## config.mk

```make
export PLATFORM = sky130hd
export DESIGN_NAME = button_event_ctrl
export DESIGN_NICKNAME = d
export VERILOG_FILES = /design/src/rtl/button_event_ctrl.sv
export SDC_FILE = /design/constraint.sdc
export NUM_CORES = 1
export LEC_CHECK = 0
export BUFFER_PORTS_ARGS = -buffer_cell sky130_fd_sc_hd__buf_2
export CAP_MARGIN = 10
export CORE_ASPECT_RATIO = 1.25
export CORE_UTILIZATION = 30
export DETAILED_ROUTE_END_ITERATION = 16
export SETUP_SLACK_MARGIN = 0.3
export SYNTH_ARGS = -nofsm -noshare
export SYNTH_HDL_FRONTEND = slang
export SYNTH_SLANG_ARGS = --single-unit
```

## constraint.sdc

```tcl
create_clock -name clk -period 10.5 [get_ports clk]
set_clock_uncertainty 0.1 [all_clocks]
set_input_delay 3.15 -clock clk [delete_from_list [all_inputs] [get_ports clk]]
set_output_delay 3.15 -clock clk [all_outputs]
set_load 0.01 [all_outputs]
```

## src/rtl/button_event_ctrl.sv

```systemverilog
// Button gesture classifier: turns a debounced level into SHORT/DOUBLE/LONG/REPEAT
// events and queues them for a valid/ready consumer.
module button_event_ctrl #(
    parameter int LONG_CYCLES   = 1_000_000,
    parameter int DCLICK_CYCLES = 250_000,
    parameter int REPEAT_CYCLES = 250_000,
    parameter int REPEAT_EN     = 1,
    parameter int FIFO_DEPTH    = 4
) (
    input  logic       clk,
    input  logic       rst,
    input  logic       btn_level,
    input  logic       evt_ready,
    output logic       evt_valid,
    output logic [1:0] evt_code,
    output logic       overflow,
    output logic       busy
);

    localparam int MAX_A  = (LONG_CYCLES > DCLICK_CYCLES) ? LONG_CYCLES : DCLICK_CYCLES;
    localparam int MAX_L  = (MAX_A > REPEAT_CYCLES) ? MAX_A : REPEAT_CYCLES;
    localparam int CW     = $clog2(MAX_L);
    localparam int AW     = $clog2(FIFO_DEPTH);
    localparam int LONG_M1   = LONG_CYCLES - 1;
    localparam int DCLICK_M1 = DCLICK_CYCLES - 1;
    localparam int REPEAT_M1 = REPEAT_CYCLES - 1;

    localparam logic [CW-1:0] LONG_LAST   = LONG_M1[CW-1:0];
    localparam logic [CW-1:0] DCLICK_LAST = DCLICK_M1[CW-1:0];
    localparam logic [CW-1:0] REPEAT_LAST = REPEAT_M1[CW-1:0];
    localparam logic [AW:0]   FULL_CNT    = FIFO_DEPTH[AW:0];

    typedef enum logic [2:0] {
        ST_WAIT_REL,
        ST_IDLE,
        ST_PRESS1,
        ST_GAP,
        ST_HOLD
    } state_e;

    typedef enum logic [1:0] {
        EVT_SHORT  = 2'd0,
        EVT_DOUBLE = 2'd1,
        EVT_LONG   = 2'd2,
        EVT_REPEAT = 2'd3
    } evt_e;

    state_e        r_state;
    state_e        w_state_nxt;
    logic [CW-1:0] r_cnt;
    logic [CW-1:0] w_cnt_nxt;
    logic          w_push;
    evt_e          w_push_code;

    always_ff @(posedge clk) begin
        if (rst) begin
            r_state <= ST_WAIT_REL;
            r_cnt   <= '0;
        end else begin
            r_state <= w_state_nxt;
            r_cnt   <= w_cnt_nxt;
        end
    end

    // Counter defaults to zero, so every state change clears it on entry.
    always_comb begin
        w_state_nxt = r_state;
        w_cnt_nxt   = '0;
        w_push      = 1'b0;
        w_push_code = EVT_SHORT;
        case (r_state)
            ST_WAIT_REL: begin
                if (!btn_level) w_state_nxt = ST_IDLE;
            end
            ST_IDLE: begin
                if (btn_level) w_state_nxt = ST_PRESS1;
            end
            ST_PRESS1: begin
                if (!btn_level) begin
                    w_state_nxt = ST_GAP;
                end else if (r_cnt == LONG_LAST) begin
                    w_push      = 1'b1;
                    w_push_code = EVT_LONG;
                    w_state_nxt = ST_HOLD;
                end else begin
                    w_cnt_nxt = r_cnt + 1'b1;
                end
            end
            ST_GAP: begin
                if (btn_level) begin
                    w_push      = 1'b1;
                    w_push_code = EVT_DOUBLE;
                    w_state_nxt = ST_WAIT_REL;
                end else if (r_cnt == DCLICK_LAST) begin
                    w_push      = 1'b1;
                    w_push_code = EVT_SHORT;
                    w_state_nxt = ST_IDLE;
                end else begin
                    w_cnt_nxt = r_cnt + 1'b1;
                end
            end
            ST_HOLD: begin
                if (!btn_level) begin
                    w_state_nxt = ST_IDLE;
                end else if (r_cnt == REPEAT_LAST) begin
                    w_push      = (REPEAT_EN != 0);
                    w_push_code = EVT_REPEAT;
                end else begin
                    w_cnt_nxt = r_cnt + 1'b1;
                end
            end
            default: w_state_nxt = ST_WAIT_REL;
        endcase
    end

    assign busy = (r_state != ST_IDLE);

    logic [1:0]    r_mem [FIFO_DEPTH];
    logic [AW-1:0] r_wr_ptr;
    logic [AW-1:0] r_rd_ptr;
    logic [AW:0]   r_count;
    logic          r_overflow;
    logic          w_full;
    logic          w_pop;
    logic          w_wr;
    logic          w_drop;

    assign evt_valid = (r_count != '0);
    assign evt_code  = evt_valid ? r_mem[r_rd_ptr] : 2'd0;
    assign overflow  = r_overflow;

    // A pop in the same cycle frees the slot, so a push into a full queue still lands.
    assign w_full = (r_count == FULL_CNT);
    assign w_pop  = evt_valid && evt_ready;
    assign w_wr   = w_push && (!w_full || w_pop);
    assign w_drop = w_push && w_full && !w_pop;

    always_ff @(posedge clk) begin
        if (w_wr) r_mem[r_wr_ptr] <= w_push_code;
    end

    always_ff @(posedge clk) begin
        if (rst) begin
            r_wr_ptr   <= '0;
            r_rd_ptr   <= '0;
            r_count    <= '0;
            r_overflow <= 1'b0;
        end else begin
            if (w_wr)   r_wr_ptr <= r_wr_ptr + 1'b1;
            if (w_pop)  r_rd_ptr <= r_rd_ptr + 1'b1;
            if (w_wr && !w_pop)      r_count <= r_count + 1'b1;
            else if (!w_wr && w_pop) r_count <= r_count - 1'b1;
            if (w_drop) r_overflow <= 1'b1;
        end
    end

endmodule

```

# Yosys cells after proc, flatten, opt, wreduce, memory -nomap -nowiden
# Memory sizes are Yosys's and may differ from the RTL's. A register that Yosys moved wholly into a read port is not among the register bits.
# Index checks and enable logic that the tools add are counted.
[totals]
mem_bits_rw = 8
memories = 1
out_inout_bits = 5
wordCells = 71
reg_bits = 31
[op_classes]
n_mux = 32
add_sub_neg = 5
n_eq_ne = 12
reduce_logical = 15
[memory_table]
columns = ["name", "depth", "width", "read_ports", "rd_ports_with_merged_regs", "write_ports", "line", "source"]
rows = [
  ["r_mem", 4, 2, 1, 1, 1, "118", "logic [1:0] r_mem [FIFO_DEPTH];"],
]
[ops]
columns = ["op", "count"]
rows = [
  ["$mux 20", 5],
  ["$pmux 20 s3", 1],
  ["$mux 3", 8],
  ["$add 20x1->20 const B", 1],
  ["$eq 20x18->1 const B", 1],
  ["$eq 20x20->1 const B", 1],
  ["$mux 2", 7],
  ["$pmux 3 s4", 1],
  ["$mux 1", 8],
  ["$eq 3x2->1 const B", 2],
  ["$eq 3x3->1 const B", 2],
  ["$logic_and 1x1->1", 6],
  ["$ne 3x3->1 const B", 2],
  ["$pmux 2 s3", 1],
  ["$add 2x1->2 const B", 2],
  ["$ne 2x2->1 const B", 2],
  ["$reduce_and 4->1", 1],
  ["$add 3x1->3 const B", 1],
  ["$eq 3x1->1 const B", 1],
  ["$logic_not 1->1", 3],
  ["$logic_not 3->1", 1],
  ["$ne 3x1->1 const B", 1],
  ["$pmux 1 s3", 1],
  ["$reduce_bool 3->1", 1],
  ["4 further kinds", 4],
]

# Depth between registers and ports, before layout
# Gate-level depths: netlist (run 1).
[depth]
ltp_word = 9
mapped_depth = 12
mapped_depth_nobuf = 11

# Worst setup path after synthesis (run 1)
# OpenSTA, ideal clock, no wires.
[synth_path]
path_type = "input to register"
start = "input btn_level"
end = "register r_count[2]"
setup_slack_ns = 4.907
t_arrival_ns = 5.422
stages = 11
setup_ns = 0.071
t_required_ns = 10.329
path_cell_list = "buf_2 -> nand4bb_1 -> and2_1 -> a2111o_1 -> a21oi_4 -> ha_1 -> inv_1 -> fa_1 -> xor2_1 -> or3_1 -> a21oi_1"
[synth_between]
elab_chain_cells = 6
word_cells_on_any_way = 10
cone_classes = "mux (5); reduce/logical (5)"
[synth_lines]
columns = ["item", "line", "source"]
rows = [
  ["from (decl)", "12", "input logic btn_level,"],
  ["$mux 1 (on tied branches)", "103, 79, 90", ""],
  ["$pmux 1 s3 (*)", "71", "case (r_state)"],
  ["$logic_and 1x1->1 (*)", "135", "assign w_wr = w_push && (!w_full || w_pop);"],
  ["via w_wr", "125", "logic w_wr;"],
  ["$logic_not 1->1", "152", "else if (!w_wr && w_pop) r_count <= r_count - 1'b1;"],
  ["$logic_and 1x1->1", "152", ""],
  ["$reduce_bool 2->1 (no line)", "-", ""],
  ["to (signal assigned)", "151", "if (w_wr && !w_pop) r_count <= r_count + 1'b1;"],
  ["to (signal assigned)", "152", ""],
  ["to (decl)", "121", "logic [AW:0] r_count;"],
]
# Mark *: on every way through the listed nets, which the timed path passes. The rest lies on a longest branch.
# A chain may end at the register's enable or synchronous reset.

# Worst setup path after layout (run 1)
# Ends and elaborated chain as after synthesis.

==> qor.csv, run 1 <==
metric,value,unit
fin nets,225,
Starting Density,31.0,%
initial antenna violation count,0,
Post-Syn Area,2040,um^2
final number of setup-violating endpoints,0,
Core Area,6570,um^2
"Hold-fix buffers, CTS",0,
CTS Buf Count,5,
worst-case clock buffer depth,2,
Synth Area in Compound Gates,6.88,%
Net Sw Power,0.0000907,W
Synth Warn #,0,
design area,2260,um^2
layout cells sized above 1,11.2,%
number of synthesized flops with an enable pin,8,
crit path max fanout,10,
aggregate global routing overflow,0,
starting DRC count in detailed routing,81,
overall routing resource usage,11.3,%
Critical Path RT,10.62,ns
Min-Delay Path Class,flop to flop,
root buf cell,clkbuf_8,
final WL,3500,um
XOR/XNOR share of the synthesized area,9.47,%
Clock Power Share,34.2,%
RR Startpoint,r_cnt[0]$_SDFF_PP0_,
placed instance area,2150,um^2
post-layout util,34.4,%
WS Path Type,primary input to flop,
RD Place Congestion,0.822,
number of antenna-violating nets in the routed design,0,
Max-slew headroom,57.5,%
mux contribution to synthesized area,3.93,%
CP startpoint kind,primary input,
number of synthesized register bits,41,
Worst Min Path Start,overflow$_SDFFE_PP0P_,
diodes inserted,0,
critical path launch point,btn_level,
Final Hold Viols,0,
Via-to-Cell Ratio,4.72,
Cell variety after synth,48,
R2R Path End,r_count[2]$_SDFFE_PP0P_,
highest clock rate,181,MHz
Syn Inst Count,208,
Least-Margin Pin Slew,0.629,ns
CTS tree,yes,
Adder-Cell Fraction of Synth Area,4.67,%
number of buffers added on ports,8,
sw frac,25.5,%
vias in the first global route,1376,
pwr/cell area,158,nW/um^2
largest net degree at the start of global routing,21,
Die Y,94.1,um
Worst Setup EP,r_count[2]$_SDFFE_PP0P_,
Worst IR Drop VDD,0.0616,mV
"Net Count, Synth",219,
Worst Setup End Kind,flop,
Die Wd,75.7,um
fin crit period,5.53,ns
post_cts resized,0,
layout overhead on the synthesized area,10.8,%
Leakage Power,0.787,nW
clk slew on worst S/H paths,0.07,ns
asr flop ratio synth,0,%
H-Tree Depth,2,
global-route wire length before repair,6080,um
combinational power share,15.8,%
DRC,0,
R2R depth,11,
Slew Limit Fails,0,
max_cap viols,0,
total negative slack,0,ns
largest family of logic cells by synthesized area,simple AND/OR/NAND/NOR gates,
RSZ-0062 raised after global routing,no,
clock sink count,41,
top cell type's share of synthesized area,32.5,%
Wirelength per Cell,11.6,um
Row Count,33,
crit share post-route,52.6,%
clock latency at the later pin of the worst-skew pair,0.29,ns
vias,1425,
DR pass1 iterations,4,
Sequential Power Share,50.0,%
register area share after synthesis,44.3,%
setup bufs post-CTS,0,
Reg2Reg Setup Slack,7.39,ns
DP Wirelength,2530,um
Synth area leader,dfxtp_1,
Crit path arrival time,5.65,ns
"Primary FF master, synth",dfxtp_1,
die area,7120,um^2
P_int,0.000265,W
Ports,9,
simple-gate share of the synthesized area,27.6,%
Area contributors post-synth,"dfxtp_1 32%, edfxtp_1 12%, nor2_1 6.5%",
Syn Area/Cell,9.79,um^2
outcome,finished clean,
## per-stage QoR
step / instances / setup slack, ns / hold WS (ns) / total power [W]
2_1_floorplan: 208 / 4.91 / 0.326 / 0.000224
3_3_place_gp: 294 / 4.79 / 0.339 / 0.000235
3_5_place_dp: 294 / 4.71 / 0.338 / 0.000237
4_1_cts: 302 / 4.98 / 0.349 / 0.000361
5_1_grt: 302 / 4.75 / 0.368 / 0.000375
6_report: 302 / 4.97 / 0.347 / 0.000356
## layer usage
metal,up-vias,global-route usage [%],share of wire (%)
li1,735,-,-
met1,657,13.1,46
met2,24,18.5,48
met3,9,3.00,3.2
met4,0,6.02,3.1
met5,-,0,0
## cells in the final DEF, fill, tap and decap left out, types with 2 or more instances in the layout
cell       instances
inv_1              6
xor2_1            15
nand3_1            7
dfxtp_1           33
nand4_1            4
nor3_1             2
nor4b_1            2
and2_1            10
nand2b_1           4
nor2_1            35
nand2_1            9
nor4bb_1           2
edfxtp_1           8
ha_1               6
and3_1             4
nand4bb_1          2
mux2i_1            2
or3_1              3
and4_1             6
clkbuf_8           5
mux4_2             2
buf_2              8
xnor2_1            7
a21oi_1            4
## power by group through the flow
stage          Combinational [W]  Clock [W]  Sequential [W]
2_1_floorplan          0.0000456          0        0.000178
3_3_place_gp           0.0000535          0        0.000181
3_5_place_dp           0.0000558          0        0.000181
4_1_cts                0.0000566   0.000127        0.000178
5_1_grt                0.0000639   0.000132        0.000180
6_report               0.0000561   0.000122        0.000178
## cell families after synthesis
family | Yosys count
AO/OA/AOI/OAI | 18
multiplexers | 5
buffers and inverters | 16
flip-flops | 41
adder cells (fa/ha/maj) | 7
AND/OR/NAND/NOR | 99
XOR/XNOR | 22
## synth_stat cells, types with 2 or more instances
cell type  instances
nand2_1            9
clkbuf_1           6
or3_1              3
and3_1             4
xnor2_1            7
nand3_1            7
mux2i_1            2
o21ai_0            2
dfxtp_1           33
mux4_2             2
nor3_1             2
and2_1            10
a21oi_1            4
nor4b_1            2
inv_1              6
nor4bb_1           2
nand4_1            4
and4_1             6
nand4bb_1          2
ha_1               6
nand2b_1           4
edfxtp_1           8
xor2_1            15
nor2_1            35
buf_2              4
## how the worst min path moves through the flow
stage | endpoint | slack, ns | depth (start not counted)
final | overflow$_SDFFE_PP0P_ | 0.35 | 2
after global routing | overflow$_SDFFE_PP0P_ | 0.37 | 2
after floorplan | r_cnt[0]$_SDFF_PP0_ | 0.33 | 1
after global placement | overflow$_SDFFE_PP0P_ | 0.34 | 2
after detailed placement | overflow$_SDFFE_PP0P_ | 0.34 | 2
after CTS | overflow$_SDFFE_PP0P_ | 0.35 | 2
## flip-flops by register name, indices dropped and copies added (netlist names), named ones only
| signal | flops |
|---|---|
| r_mem | 8 |
| r_count | 3 |
| r_cnt | 20 |
| overflow | 1 |
| r_state | 3 |
| r_wr_ptr | 2 |
| r_rd_ptr | 2 |
## worst max-delay path: stages
cell and delay, ns:
buf_2 0.17, nand4bb_1 0.16, and2_1 0.19, a2111o_1 0.41
a21oi_4 0.26, ha_1 0.23, inv_1 0.07, fa_1 0.39
xor2_1 0.17, or3_1 0.31, a21oi_1 0.14
## final cells by class
| class | instances | area, um^2 |
|---|---|---|
| Clock buffer | 6 | 72.6 |
| Clock inverter | 2 | 33.8 |
| Fill cell | 675 | 4310 |
| Inverter | 6 | 22.5 |
| Multi-Input combinational cell | 151 | 1070 |
| Sequential cell | 41 | 901 |
| Tap cell | 87 | 109 |
| Timing Repair Buffer | 9 | 47.5 |
(Power assumes the default switching activity.)
==> run 2, diff against run 1 <==
clock period = 5.6 ns   (was 10.5 ns; I/O delays follow)
==> run 2 against run 1 <==
  * Clock power grew 93%
  * Global-route usage grew 0.24 points
  * Critical path type unchanged
  * Register-to-register slack lost 4.9 ns
==> qor.csv, run 2 (same netlist as run 1, synthesis figures left out) <==
metric,value,unit,change
most frequent cells in the layout,"35 x nor2_1, 33 x dfxtp_1, 15 x xor2_1, 10 x and2_1, 9 x nand2_1",,
Largest Register,r_cnt,,
number of buffers added on ports,8,,unchanged
"commonest non-fill, non-tap cell in the layout",nor2_1,,
die area,7120,um^2,unchanged
H-Tree Depth,2,,unchanged
Row Count,33,,unchanged
M1 GR Usage,13.1,%,-0.075 points
DRC,0,,unchanged
Worst Setup End Kind,flop,,
vias in the first global route,1378,,+0.15%
crit path max fanout,10,,unchanged
GRT busiest layer,met2,,
CTS tree,yes,,
crit path cell chain,buf_2 > nand4bb_1 > and2_1 > a2111o_1 > a21oi_4 > ha_1 > inv_1 > fa_1 > xor2_1 > or3_1 > a21oi_1,,
slowest CP cell,a2111o_1,,
Reg2Reg Setup Slack,2.53,ns,-4.86 ns
Net Sw Power,0.000176,W,+94%
worst-case clock buffer depth,2,,unchanged
number of antenna-violating nets in the routed design,0,,unchanged
global-route wire length before repair,6180,um,+1.7%
RR Startpoint,r_cnt[0]$_SDFF_PP0_,,
clk slew on worst S/H paths,0.08,ns,about the same
final number of setup-violating endpoints,0,,unchanged
Starting Density,31.0,%,unchanged
Leakage Power,0.786,nW,-0.13%
starting DRC count in detailed routing,101,,+25%
sw frac,26.2,%,+0.67 points
Least-Margin Pin Slew,0.632,ns,+0.00323 ns
CTS Buf Count,5,,unchanged
P_int,0.000496,W,+87%
Slew Limit Fails,0,,unchanged
"slowest stage delay, CP",0.41,ns,about the same
pwr/cell area,298,nW/um^2,+89%
Global Route met3 Usage,3.33,%,+0.32 points
Sequential Power Share,49.6,%,-0.4 points
RSZ-0062 raised after global routing,no,,
clock sink count,41,,unchanged
combinational power share,15.3,%,-0.5 points
total negative slack,0,ns,unchanged
diodes inserted,0,,unchanged
Crit. path cell count,11,,unchanged
Via-to-Cell Ratio,4.75,,+0.70%
Worst IR Drop VDD,0.107,mV,+73%
outcome,finished clean,,
DP Wirelength,2560,um,+1.2%
layout overhead on the synthesized area,11.0,%,
clock latency at the later pin of the worst-skew pair,0.29,ns,about the same
R2R depth,11,,unchanged
post-layout util,34.4,%,+0.057 points
setup bufs post-CTS,0,,unchanged
Inst Count DP,294,,unchanged
fin crit period,4.01,ns,
Die Wd,75.7,um,unchanged
"Hold-fix buffers, CTS",0,,unchanged
max_cap viols,0,,unchanged
Clock Power Share,35.2,%,+1.0 points
Worst Setup EP,r_count[2]$_SDFFE_PP0P_,,
Wirelength per Cell,11.7,um,+0.60%
highest clock rate,250,MHz,
Crit path arrival time,4.14,ns,-1.51 ns
Layout Cells excl Fill,302,,unchanged
R2R Path End,r_count[2]$_SDFFE_PP0P_,,
grt met2 use,20.0,%,+1.5 points
Max-slew headroom,57.3,%,-0.22 points
vias,1435,,+0.70%
final WL,3520,um,+0.60%
post_cts resized,0,,unchanged
largest net degree at the start of global routing,21,,unchanged
fin nets,225,,unchanged
Die Y,94.1,um,unchanged
Fillers,671,,-0.59%
DR pass1 iterations,4,,unchanged
Ports,9,,unchanged
Min-Delay Path Class,flop to flop,,
Final Hold Viols,0,,unchanged
RD Place Congestion,0.821,,about the same
critical path launch point,btn_level,,
max reg flops,20,,unchanged
Core Area,6570,um^2,unchanged
root buf cell,clkbuf_8,,
overall routing resource usage,11.5,%,+0.24 points
WS Path Type,primary input to flop,,
Regs by FF count,"r_cnt: 20 flops, r_mem: 8 flops",,
crit share post-route,71.6,%,
initial antenna violation count,0,,unchanged
Critical Path RT,5.73,ns,-4.89 ns
CP startpoint kind,primary input,,
WP buf/inv,2,,unchanged
aggregate global routing overflow,0,,unchanged
top cell family by delay on the critical path,compound AO/OA/AOI/OAI gates,,
layout cells sized above 1,11.6,%,+0.47 points
-- run 2: cell types whose count changed in the layout (fill, tap and decap cells not counted), sizes merged --
cell	change
clkbuf	-1
clkinvlp	+1
-- run 2: worst min path at each step --
stage,slack [ns],from,depth (start not counted),endpoint
floorplan,0.33,r_cnt[0]$_SDFF_PP0_,1,r_cnt[0]$_SDFF_PP0_
global placement,0.34,overflow$_SDFFE_PP0P_,2,overflow$_SDFFE_PP0P_
detailed placement,0.34,overflow$_SDFFE_PP0P_,2,overflow$_SDFFE_PP0P_
CTS,0.35,overflow$_SDFFE_PP0P_,2,overflow$_SDFFE_PP0P_
global route,0.38,overflow$_SDFFE_PP0P_,2,overflow$_SDFFE_PP0P_
finish,0.35,overflow$_SDFFE_PP0P_,2,overflow$_SDFFE_PP0P_
-- run 2: metal layers --
metal  vias to the layer above  routed length [um]
met5                         -                   0
met4                         0                  53
met3                         6                 112
met2                        20                1770
met1                       673                1580
li1                        736                   -
-- run 2: layout make-up --
type	instances	area, um^2	share of cell area [%]
tap	87	109	4.82
clock buffer	5	68.8	3.05
clock inverter	3	41.3	1.83
sequential	41	901	39.9
multi-input combinational	151	1070	47.3
timing repair buffer	9	47.5	2.10
inverter	6	22.5	0.997
-- run 2: worst register-to-register path, stage by stage (launching register included) --
cell and delay, ns:
dfxtp_1 0.37, ha_1 0.19, and3_1 0.29, nand3_1 0.16, a2111o_1 0.38, a21oi_4 0.26, ha_1 0.23, inv_1 0.06
fa_1 0.38, xor2_1 0.16, or3_1 0.30, a21oi_1 0.14
-- run 2: metrics by stage --
step                hold WS, ns  instance area [um^2]  worst slack [ns]  power (W)
global route              0.380                  2260              1.37   0.000712
global placement          0.339                  2150              1.36   0.000440
floorplan                 0.326                  2040              1.48   0.000419
detailed placement        0.340                  2150              1.29   0.000444
CTS                       0.352                  2260              1.60   0.000685
finish                    0.347                  2260              1.59   0.000672
-- run 2: power groups by stage --
stage / clock [W] / sequential [W] / combinational [W]
2_1_floorplan: 0 / 0.000334 / 0.0000856
3_3_place_gp: 0 / 0.000340 / 0.000100
3_5_place_dp: 0 / 0.000340 / 0.000104
4_1_cts: 0.000247 / 0.000333 / 0.000105
5_1_grt: 0.000255 / 0.000337 / 0.000120
6_report: 0.000236 / 0.000333 / 0.000103
